===== config.mk =====
export PLATFORM = sky130hd
export DESIGN_NAME = sync_fifo_param
export DESIGN_NICKNAME = d
export VERILOG_FILES = /design/src/rtl/sync_fifo_param.sv
export SDC_FILE = /design/constraint.sdc
export NUM_CORES = 1
export LEC_CHECK = 0
export ABC_AREA = 1
export BUFFER_PORTS_ARGS = -buffer_cell sky130_fd_sc_hd__buf_2
export CAP_MARGIN = 5
export CORE_MARGIN = 10
export CORE_UTILIZATION = 35
export CTS_CLUSTER_DIAMETER = 200
export DETAILED_ROUTE_END_ITERATION = 7
export PLACE_DENSITY = 0.57
export REMOVE_ABC_BUFFERS = 1
export SLEW_MARGIN = 40
export SYNTH_ARGS = -nofsm -noshare
export SYNTH_HDL_FRONTEND = slang
export SYNTH_SLANG_ARGS = --single-unit

===== constraint.sdc =====
create_clock -name clk -period 4.7 [get_ports clk]
set_input_delay 0 -clock clk [delete_from_list [all_inputs] [get_ports clk]]
set_output_delay 0 -clock clk [all_outputs]
set_load 0.005 [all_outputs]

===== src/rtl/sync_fifo_param.sv =====
// sync_fifo_param: single-clock parametrised FIFO for buffering values between
// softmax pipeline stages. Supports any depth from 2 to 4096, occupancy count,
// full/empty/almost flags, overflow/underflow pulses, and either a registered
// (standard) read port or a first-word-fall-through read port.
module sync_fifo_param #(
    parameter int DATA_WIDTH = 16,
    parameter int DEPTH      = 8,
    parameter int ADDR_WIDTH = 3,
    parameter int AF_LEVEL   = 6,
    parameter int AE_LEVEL   = 2,
    parameter int FWFT       = 0
) (
    input  logic                  clk,
    input  logic                  clr,
    input  logic                  wr_en,
    input  logic [DATA_WIDTH-1:0] data_in_fifo,
    input  logic                  rd_en,
    output logic [DATA_WIDTH-1:0] data_out_fifo,
    output logic                  valid_out,
    output logic                  full,
    output logic                  empty,
    output logic                  almost_full,
    output logic                  almost_empty,
    output logic [ADDR_WIDTH:0]   count,
    output logic                  overflow,
    output logic                  underflow
);

    // Thresholds and wrap point sized to the count/pointer widths so the
    // compares below are all same-width.
    localparam logic [ADDR_WIDTH:0]   DEPTH_CNT = (ADDR_WIDTH+1)'(DEPTH);
    localparam logic [ADDR_WIDTH:0]   AF_CNT    = (ADDR_WIDTH+1)'(AF_LEVEL);
    localparam logic [ADDR_WIDTH:0]   AE_CNT    = (ADDR_WIDTH+1)'(AE_LEVEL);
    localparam logic [ADDR_WIDTH-1:0] LAST_PTR  = ADDR_WIDTH'(DEPTH - 1);

    logic [DATA_WIDTH-1:0] mem [DEPTH];
    logic [ADDR_WIDTH-1:0] wr_ptr;
    logic [ADDR_WIDTH-1:0] rd_ptr;
    logic                  rd_acc;
    logic                  wr_acc;

    // A read needs data; a write needs room, or a slot freed by a same-cycle read.
    always_comb begin
        rd_acc = rd_en & ~empty;
        wr_acc = wr_en & (~full | rd_acc);
    end

    // Flags are pure decodes of the count register.
    always_comb begin
        full         = (count == DEPTH_CNT);
        empty        = (count == '0);
        almost_full  = (count >= AF_CNT);
        almost_empty = (count <= AE_CNT);
    end

    // Storage: written only on an accepted write, never cleared by clr.
    always_ff @(posedge clk) begin
        if (!clr && wr_acc) begin
            mem[wr_ptr] <= data_in_fifo;
        end
    end

    // Pointers advance on acceptance and wrap at DEPTH-1, so any depth works.
    always_ff @(posedge clk) begin
        if (clr) begin
            wr_ptr <= '0;
            rd_ptr <= '0;
        end else begin
            if (wr_acc) begin
                wr_ptr <= (wr_ptr == LAST_PTR) ? '0 : wr_ptr + 1'b1;
            end
            if (rd_acc) begin
                rd_ptr <= (rd_ptr == LAST_PTR) ? '0 : rd_ptr + 1'b1;
            end
        end
    end

    // Occupancy: simultaneous accepted read and write cancel out.
    always_ff @(posedge clk) begin
        if (clr) begin
            count <= '0;
        end else begin
            case ({wr_acc, rd_acc})
                2'b10:   count <= count + 1'b1;
                2'b01:   count <= count - 1'b1;
                default: count <= count;
            endcase
        end
    end

    // Registered one-cycle error pulses for rejected requests.
    always_ff @(posedge clk) begin
        if (clr) begin
            overflow  <= 1'b0;
            underflow <= 1'b0;
        end else begin
            overflow  <= wr_en & ~wr_acc;
            underflow <= rd_en & ~rd_acc;
        end
    end

    generate
        if (FWFT == 0) begin : g_std
            logic [DATA_WIDTH-1:0] data_q;
            logic                  valid_q;

            // Standard read: one-cycle latency, data holds when no read is accepted.
            always_ff @(posedge clk) begin
                if (clr) begin
                    data_q  <= '0;
                    valid_q <= 1'b0;
                end else begin
                    valid_q <= rd_acc;
                    if (rd_acc) begin
                        data_q <= mem[rd_ptr];
                    end
                end
            end

            assign data_out_fifo = data_q;
            assign valid_out     = valid_q;
        end else begin : g_fwft
            // Fall-through read: head word is always presented, rd_en pops it.
            assign data_out_fifo = mem[rd_ptr];
            assign valid_out     = ~empty;
        end
    endgenerate

endmodule


==> flow_summary_export.csv, run 1 <==
group,metric,value,unit
status,status,"finished, final reports clean",
place,dp.cells,876,
final_layout,final-seq-area,0.004427,sq mm
global_routing,grt_max_degree,67,
synth,synth_ff_type,"edfxtp_1",
detailed_routing,first_iter_violations,262,
cts,postCtsSetupBuffers,0,
final_layout,antenna_cells,0,
global_routing,grtUsageTotal,12.37,%
cts,path_clk_slew,0.06,ns
critical_path,cpPeakStageDelay,0.45,ns
final_layout,multiInputGateArea,0.001779,sq mm
final_layout,drive_above_1_share,17.20,%
critical_path,worst_path_max_delay_cell,"dfxtp_1",
synth,syn_area,0.006601,sq mm
timing,period_share,47.94,%
final_layout,final_util,41.91,%
final_layout,fin_nets,706,
timing,fmax,443.8,MHz
global_routing,grt_pass1_wl,23330,um
synth,synthArstFlopShare,0,%
timing,fin_ws,2.447,ns
min_path,worst_hold_path_type,"primary input to flop",
global_routing,overflow,0,
run,maxCapViolCount,0,
cts,cts_root_buf,"clkbuf_16",
final_layout,stdcell_count,926,
critical_path,path_max_fanout,26,
die,row_count,50,
global_routing,grt_pass1_vias,4233,
cts,clock-sinks,157,
timing,tns,0,ns
die,initial_core_util,35.41,%
timing,finalMaxSlewViolations,0,
final_layout,n_fill_cell,1764,
final_layout,final_area,0.007812,sq mm
timing,tightest_slew,0.7469,ns
timing,finalCriticalPeriod,2.253,ns
detailed_routing,wl_per_cell,16.06,um
place,io_buffers,46,
cts,htree_levels,4,
critical_path,critPathLaunchType,"flop",
place,gp_congestion,0.7911,
synth,syn_inst,614,
synth,synth_enable_flop_cells,128,
global_routing,antenna_found_initial,0,
synth,ys_seq_area_share,67.02,%
place,dpl_cell_area,0.007013,sq mm
power_and_ir_drop,peakVddDrop,0.2274,mV
detailed_routing,wl,14870,um
timing,hold_violations,0,
cts,tritoncts,"done",
synth,ys_types,29,
place,post-dp-hpwl,8529,um
critical_path,critPathArrivalTime,2.56,ns
detailed_routing,avgViaCountPerCell,4.776,
power_and_ir_drop,power_density,508.5,mW/mm^2
cts,insertion_delay,0.42,ns
detailed_routing,drcViolationCount,0,
die,dieArea,0.02475,sq mm
detailed_routing,drt_pass1_iterations,5,
power_and_ir_drop,static-leakage-power,3.134,nW
die,fp.dieH,157.3,um
timing,fin_skew,0.004990,ns
cts,clk_path_buf_depth,2,
synth,ys_ff_latch,157,
critical_path,crit_type,"flop to flop",
die,core_area,0.01864,sq mm
critical_path,cp.required,5.00,ns
final_layout,area_growth_syn_to_layout,18.35,%
timing,setup_viol,0,
synth,yosys_warnings,0,
synth,avgSynthCellArea,10.75,sq um
critical_path,cp-end-kind,"flop",
cts,cts_buffers,17,
die,io_pins,47,
timing,rsz0062_at_grt,"false",
timing,relSlewSlack,50.21,%
critical_path,path_cells,"nor2_2 > nand2_4 > nand2_8 > inv_6 > nand2_4 > inv_1 > ha_1 > a21oi_1 > nand3_1 > a21oi_1 > nor2_1",
die,die_w,157.3,um
place,dp_slack,2.497,ns
detailed_routing,final_antenna_net_count,0,
detailed_routing,dr_total_vias,4423,
[routing by layer]
layer	global-route usage, %	vias up	routed length [um]
li1	-	2178	-
met1	15.78	2118	6824
met2	19.79	114	6930
met3	3.575	13	959
met4	3.918	0	153
met5	0	-	0
[through the flow]
step / hold slack (ns) / power [mW]
2_1_floorplan: 0.06244 / 2.261
3_3_place_gp: 0.2677 / 2.572
3_5_place_dp: 0.2709 / 2.582
4_1_cts: 0.08652 / 4.008
5_1_grt: 0.09312 / 4.196
6_report: 0.09561 / 3.973
[synthesized netlist by cell type (2+ instances only)]
| master | instances | area (sq um) |
|---|---|---|
| nor2_1 | 53 | 198.9 |
| a21oi_2 | 10 | 87.58 |
| clkbuf_1 | 4 | 15.01 |
| inv_2 | 2 | 7.510 |
| dfxtp_1 | 29 | 580.6 |
| nand2_1 | 186 | 698.2 |
| nand3_2 | 11 | 110.1 |
| o21ai_1 | 5 | 25.02 |
| a21oi_1 | 13 | 65.06 |
| nand3_1 | 60 | 300.3 |
| nor3_1 | 2 | 10.01 |
| inv_1 | 48 | 180.2 |
| buf_6 | 3 | 33.78 |
| buf_2 | 8 | 40.04 |
| nor2_2 | 2 | 12.51 |
| buf_4 | 12 | 90.09 |
| edfxtp_1 | 128 | 3844 |
| nand2_4 | 3 | 33.78 |
| ha_1 | 6 | 75.07 |
| o21ai_0 | 20 | 100.1 |
[worst paths after layout]
| path | cells past startpoint | end | startpoint | slack (ns) |
|---|---|---|---|---|
| hold / removal | 2 | valid_out | clr | 0.1 |
| hold reg to reg | 2 | data_out_fifo[15] | data_out_fifo[15] | 0.46 |
| setup / recovery | 11 | count[3] | count[3] | 2.45 |
| setup reg to reg | 11 | count[3] | count[3] | 2.45 |
[registers in the layout (all words and copies together) (netlist names)]
name / flops
data_out_fifo: 16
rd_ptr: 3
overflow: 1
count: 4
valid_out: 1
underflow: 1
mem: 128
wr_ptr: 3
[timing repair]
action	in CTS	in global routing
endpoints found under the hold margin	133	0
hold buffers	18	0
resized for setup	0	0
[critical path, delay by kind of cell, from the launching register on]
family	cells	cell delay [ns]
DFF	1	0.45
adders and majority gates	1	0.26
and+or+nand+nor	6	0.67
buffers and inverters	2	0.34
AOI/OAI and AO/OA	2	0.39
[where the power goes]
part | leakage (nW) | internal (mW) | total, mW | switching [mW]
Combinational | 1.44 | 0.298 | 0.890 | 0.591
Clock | 0.301 | 0.873 | 1.42 | 0.543
Sequential | 1.40 | 1.60 | 1.67 | 0.0695
[cells in the final DEF (no fill, tap or decap), types with 2 or more instances in the layout]
master	netlist	final
a21oi_1	13	13
a21oi_2	10	10
buf_2	8	46
buf_4	12	11
bufinv_16	0	3
clkbuf_1	4	2
clkbuf_16	0	17
clkbuf_8	0	2
clkinv_4	0	2
dfxtp_1	29	27
dfxtp_2	0	2
dlygate4sd3_1	0	18
edfxtp_1	128	128
ha_1	6	6
inv_1	48	48
inv_6	1	4
nand2_1	186	186
nand2_4	3	3
nand3_1	60	60
nand3_2	11	11
nor2_1	53	53
nor2_2	2	2
nor3_1	2	2
o21ai_0	20	20
o21ai_1	5	5
[logic make-up after synthesis]
kind of cell | count (synthesis) | share of synthesized area [%]
AND/OR/NAND/NOR | 319 | 21.06
adder cells (fa/ha/maj) | 7 | 1.440
XOR/XNOR | 1 | 0.1327
AO/OA/AOI/OAI | 49 | 4.321
buffers and inverters | 81 | 6.027
flip-flops | 157 | 67.02
[final cells by class]
| class | instances | area share, % |
|---|---|---|
| Clock buffer | 21 | 5.894 |
| Clock inverter | 11 | 2.018 |
| Inverter | 52 | 2.594 |
| Multi-Input combinational cell | 376 | 22.77 |
| Sequential cell | 157 | 56.66 |
| Tap cell | 234 | 3.748 |
| Timing Repair Buffer | 75 | 6.310 |
(Power assumes the default switching activity.)
==> inputs of run 2 (changes only) <==
- PLACE_DENSITY: 0.57 -> 0.59
- clock period: 4.7 -> 1.9 ns (I/O delays scaled with it)
==> run 2 against run 1 <==
Clock skew increased by 0.0060 ns. Non-clock buffer count is 13 higher. Utilization is 1.2 points higher. Count of clock-buffer cells in the layout is 3 lower. Worst hold slack got worse by 0.056 ns. Die area stayed put. Design area is 3.0% higher. Highest routed layer unchanged.
==> flow_summary_export.csv, run 2 (synthesis gave the netlist of run 1 again) <==
group,metric,value,unit
status,status,"finished, final reports clean",
cts,htree_levels,4,
die,fp.dieH,157.3,um
place,post-dp-hpwl,8991,um
critical_path,r2r_start,"count[2]",
cts,insertion_delay,0.43,ns
critical_path,cp.required,1.99,ns
place,dpl_cell_area,0.007183,sq mm
min_path,holdPathStages,4,
die,row_count,50,
final_layout,drive_above_1_share,19.15,%
global_routing,antenna_found_initial,0,
critical_path,path_max_fanout,16,
final_layout,largest_register_ffs,128,
min_path,worst_hold_path_type,"primary input to flop",
final_layout,final_cell_mix,"nand2_1 (186), edfxtp_1 (128), nand3_1 (60)",
die,io_pins,47,
final_layout,stdcell_count,939,
timing,period_share,92.54,%
cts,path_clk_slew,0.06,ns
power_and_ir_drop,power_density,1275,mW/mm^2
final_layout,final_area,0.008045,sq mm
power_and_ir_drop,static-leakage-power,3.242,nW
place,gp_congestion,0.8139,
cts,clk_path_buf_depth,2,
critical_path,critPathArrivalTime,1.85,ns
detailed_routing,wl_per_cell,15.63,um
cts,clock-sinks,157,
detailed_routing,drt_pass1_iterations,4,
detailed_routing,drcViolationCount,0,
place,io_buffers,46,
critical_path,rrSetupSlack,0.14,ns
final_layout,area_growth_syn_to_layout,21.87,%
power_and_ir_drop,total_power,10.25,mW
critical_path,cp-end-kind,"flop",
critical_path,reg2reg_to,"mem[2][6]",
cts,cts_buffers,17,
detailed_routing,avgViaCountPerCell,4.768,
final_layout,n_fill_cell,1747,
critical_path,cpPeakStageDelay,0.38,ns
critical_path,worstRegToRegCells,8,
critical_path,path_cells,"buf_4 > inv_1 > nand4_1 > nand3_1 > inv_1 > nand2_1 > nor2_1 > buf_4",
timing,setup_viol,0,
detailed_routing,dr_total_vias,4477,
die,core_area,0.01864,sq mm
global_routing,grtUsageTotal,12.31,%
timing,fmax,568.7,MHz
global_routing,overflow,0,
detailed_routing,first_iter_violations,254,
place,dp.cells,889,
timing,finalMaxSlewViolations,0,
cts,tritoncts,"done",
critical_path,crit_buf_inv,4,
global_routing,grt_pass1_vias,4585,
final_layout,final_common_cell,"nand2_1",
timing,finalCriticalPeriod,1.758,ns
detailed_routing,final_antenna_net_count,0,
power_and_ir_drop,peakVddDrop,0.6834,mV
timing,fin_hold_ws,0.03920,ns
cts,cts_root_buf,"clkbuf_16",
detailed_routing,wl,14670,um
final_layout,antenna_cells,0,
critical_path,worst_path_max_delay_cell,"dfxtp_1",
timing,rsz0062_at_grt,"false",
min_path,whs_endpoint,"count[3]",
timing,hold_violations,0,
critical_path,crit_family,"buffers and inverters",
critical_path,critPathLaunchType,"flop",
critical_path,crit_type,"flop to flop",
final_layout,regMostFlops,"mem",
final_layout,fin_nets,719,
timing,tightest_slew,0.6403,ns
timing,relSlewSlack,57.27,%
run,maxCapViolCount,0,
min_path,min_from,"clr",
timing,fin_skew,0.01102,ns
die,die_w,157.3,um
die,dieArea,0.02475,sq mm
die,initial_core_util,35.41,%
global_routing,grt_max_degree,35,
global_routing,grt_pass1_wl,23490,um
run 2: worst max-delay path by stage:
stage	slack, ns	from	cells past startpoint	to
after CTS	0.03	count[0]	13	count[3]
after global placement	0.14	count[0]	11	count[3]
after detailed placement	0.05	count[3]	13	count[3]
after floorplan	-0.74	rd_ptr[0]	5	data_out_fifo[0]
final	0.14	count[2]	8	mem[2][6]
after global routing	0.04	count[2]	8	mem[5][2]
run 2: tightest hold or removal path: stages:
cell     delay, ns
buf_2         0.10
inv_1         0.15
nand2_1       0.11
nor2_1        0.04
run 2: through the flow:
stage	TNS [ns]	util, %	setup slack (ns)
after global routing	0	43.15	0.03690
after global placement	0	38.53	0.1400
after CTS	0	43.01	0.02882
after floorplan	-13.92	-	-0.7444
final	0	43.15	0.1417
after detailed placement	0	38.53	0.04834
run 2: metal layers:
layer	up-vias	part of all wire [%]	GRT usage [%]
met1	2131	44	14.55
li1	2203	-	-
met3	21	5.8	3.876
met4	0	1.5	4.630
met2	122	49	20.51
met5	-	0	0
run 2: power by group:
part	internal (mW)	switching [mW]	total, mW
registers	3.95	0.152	4.10
clock network	2.37	1.33	3.70
logic	0.901	1.55	2.45
total	7.22	3.03	10.3
run 2: layout make-up:
type                            count  area (sq um)  area share [%]
Clock buffer                       18         439.2           5.459
Multi-Input combinational cell    376          1805           22.44
Inverter                           52         200.2           2.488
Clock inverter                     14         216.5           2.691
Timing Repair Buffer               88         665.6           8.274
Sequential cell                   157          4425           55.01
Tap cell                          234         292.8           3.639
run 2: timing repair:
action                                  CTS  global route
endpoints found under the setup margin    0             1
setup buffers                             0             0
hold endpoints to repair                133             0
hold buffers                             18             0
resized for setup                         0             4
==> inputs of run 3 (changes only) <==
- GPL_TIMING_DRIVEN: unset -> 0
==> run 3 against run 2 <==
Flip-flop and latch count is the same. Sequential power increased by 3%. Count of clock-buffer cells in the layout up 3. Cell count shrank 0.53%. Worst hold slack improved by 0.079 ns. Sequential share of layout area decreased by 0.70 points. Via count up 1.6%.
==> flow_summary_export.csv, run 3 (synthesis gave the netlist of run 1 again) <==
group,metric,value,unit
status,status,"finished, final reports clean",
die,row_count,50,
die,core_area,0.01864,sq mm
timing,relSlewSlack,54.59,%
final_layout,final_cell_mix,"nand2_1 (186), edfxtp_1 (128), nand3_1 (59)",
global_routing,grt_max_degree,66,
place,dpl_cell_area,0.007196,sq mm
final_layout,area_growth_syn_to_layout,24.07,%
global_routing,grtUsageTotal,12.79,%
timing,fmax,560.3,MHz
final_layout,regMostFlops,"mem",
detailed_routing,first_iter_violations,348,
detailed_routing,drcViolationCount,0,
power_and_ir_drop,total_power,10.20,mW
detailed_routing,wl_per_cell,16.55,um
timing,period_share,93.93,%
die,fp.dieH,157.3,um
critical_path,path_cells,"nor2_4 > nand2_4 > nand2_8 > inv_16 > nand2_8 > inv_2 > ha_4 > a21oi_4 > nand3_1 > nand2_1 > nand3_1 > nand2_1 > nor2_1",
final_layout,drive_above_1_share,20.57,%
critical_path,cp.required,2.21,ns
timing,finalCriticalPeriod,1.785,ns
cts,clk_path_buf_depth,2,
die,initial_core_util,35.41,%
min_path,worst_hold_path_type,"primary input to flop",
detailed_routing,final_antenna_net_count,0,
cts,insertion_delay,0.42,ns
detailed_routing,wl,15460,um
cts,clock-sinks,157,
cts,cts_root_buf,"clkbuf_16",
global_routing,overflow,0,
timing,tightest_slew,0.6812,ns
power_and_ir_drop,power_density,1245,mW/mm^2
critical_path,crit_type,"flop to flop",
timing,finalMaxSlewViolations,0,
critical_path,cpPeakStageDelay,0.37,ns
power_and_ir_drop,peakVddDrop,0.7224,mV
final_layout,antenna_cells,0,
die,dieArea,0.02475,sq mm
critical_path,cp-end-kind,"flop",
final_layout,fin_nets,714,
cts,path_clk_slew,0.06,ns
place,post-dp-hpwl,9017,um
run,maxCapViolCount,0,
timing,setup_viol,0,
die,io_pins,47,
cts,cts_buffers,17,
final_layout,final_area,0.008190,sq mm
critical_path,critPathArrivalTime,2.10,ns
critical_path,path_max_fanout,17,
detailed_routing,dr_total_vias,4550,
cts,tritoncts,"done",
cts,htree_levels,4,
global_routing,grt_pass1_vias,4515,
detailed_routing,avgViaCountPerCell,4.872,
place,gp_congestion,0.7653,
global_routing,antenna_found_initial,0,
final_layout,final_common_cell,"nand2_1",
place,dp_slack,-0.3730,ns
global_routing,grt_pass1_wl,24010,um
power_and_ir_drop,static-leakage-power,3.224,nW
final_layout,final_util,43.93,%
timing,fin_ws,0.1153,ns
timing,hold_violations,0,
place,io_buffers,46,
timing,fin_skew,0.007243,ns
detailed_routing,drt_pass1_iterations,5,
critical_path,worst_path_max_delay_cell,"dfxtp_4",
die,die_w,157.3,um
final_layout,largest_register_ffs,128,
critical_path,critPathLaunchType,"flop",
run 3: routing by layer:
| metal | share of wire [%] | routed length [um] | up-vias | GRT usage [%] |
|---|---|---|---|---|
| met5 | 0 | 0 | - | 0 |
| met4 | 1.6 | 241 | 0 | 4.274 |
| met3 | 7.3 | 1125 | 19 | 3.821 |
| met2 | 49 | 7624 | 148 | 21.40 |
| met1 | 42 | 6469 | 2189 | 15.38 |
| li1 | - | - | 2194 | - |
run 3: critical path: cells and delay by family, from the launching register on:
family / cells / cell delay [ns]
adders and majority gates: 1 / 0.24
and+or+nand+nor: 9 / 0.77
buffers and inverters: 2 / 0.13
AOI/OAI and AO/OA: 1 / 0.15
DFF: 1 / 0.37
run 3: final cells by class:
class                           count  area (sq um)
Multi-Input combinational cell    377          1898
Sequential cell                   157          4448
Fill cell                        1661         10450
Clock inverter                     11         165.2
Tap cell                          234         292.8
Clock buffer                       21         460.4
Timing Repair Buffer               82         705.7
Inverter                           52         220.2
run 3: worst paths after layout:
path / from / endpoint / slack (ns) / depth (start not counted)
setup / recovery: count[1] / count[3] / 0.12 / 13
hold / removal: clr / valid_out / 0.12 / 2
setup reg to reg: count[1] / count[3] / 0.12 / 13
hold reg to reg: data_out_fifo[15] / data_out_fifo[15] / 0.46 / 2
run 3: timing repair:
| item | CTS | global route |
|---|---|---|
| cloned | 1 | 0 |
| setup buffers | 5 | 3 |
| pin swaps | 7 | 5 |
| endpoints found under the hold margin | 132 | 0 |
| gates resized for setup | 14 | 8 |
| setup endpoints to repair | 56 | 6 |
| hold buffers | 18 | 0 |
run 3: stage by stage:
step	cells	hold slack (ns)	setup TNS (ns)
finish	934	0.1183	0
global route	934	0.1197	-0.005259
CTS	931	0.1128	0
detailed placement	875	0.2730	-8.960
global placement	865	0.2633	-146.89
floorplan	585	0.06244	-13.92
run 3: where the power goes:
group	internal [mW]	total [mW]	switching (mW)	leakage, nW
combinational	0.882	2.42	1.54	1.53
sequential	3.98	4.24	0.263	1.40
clock	2.26	3.54	1.28	0.297
total	7.12	10.2	3.08	3.22
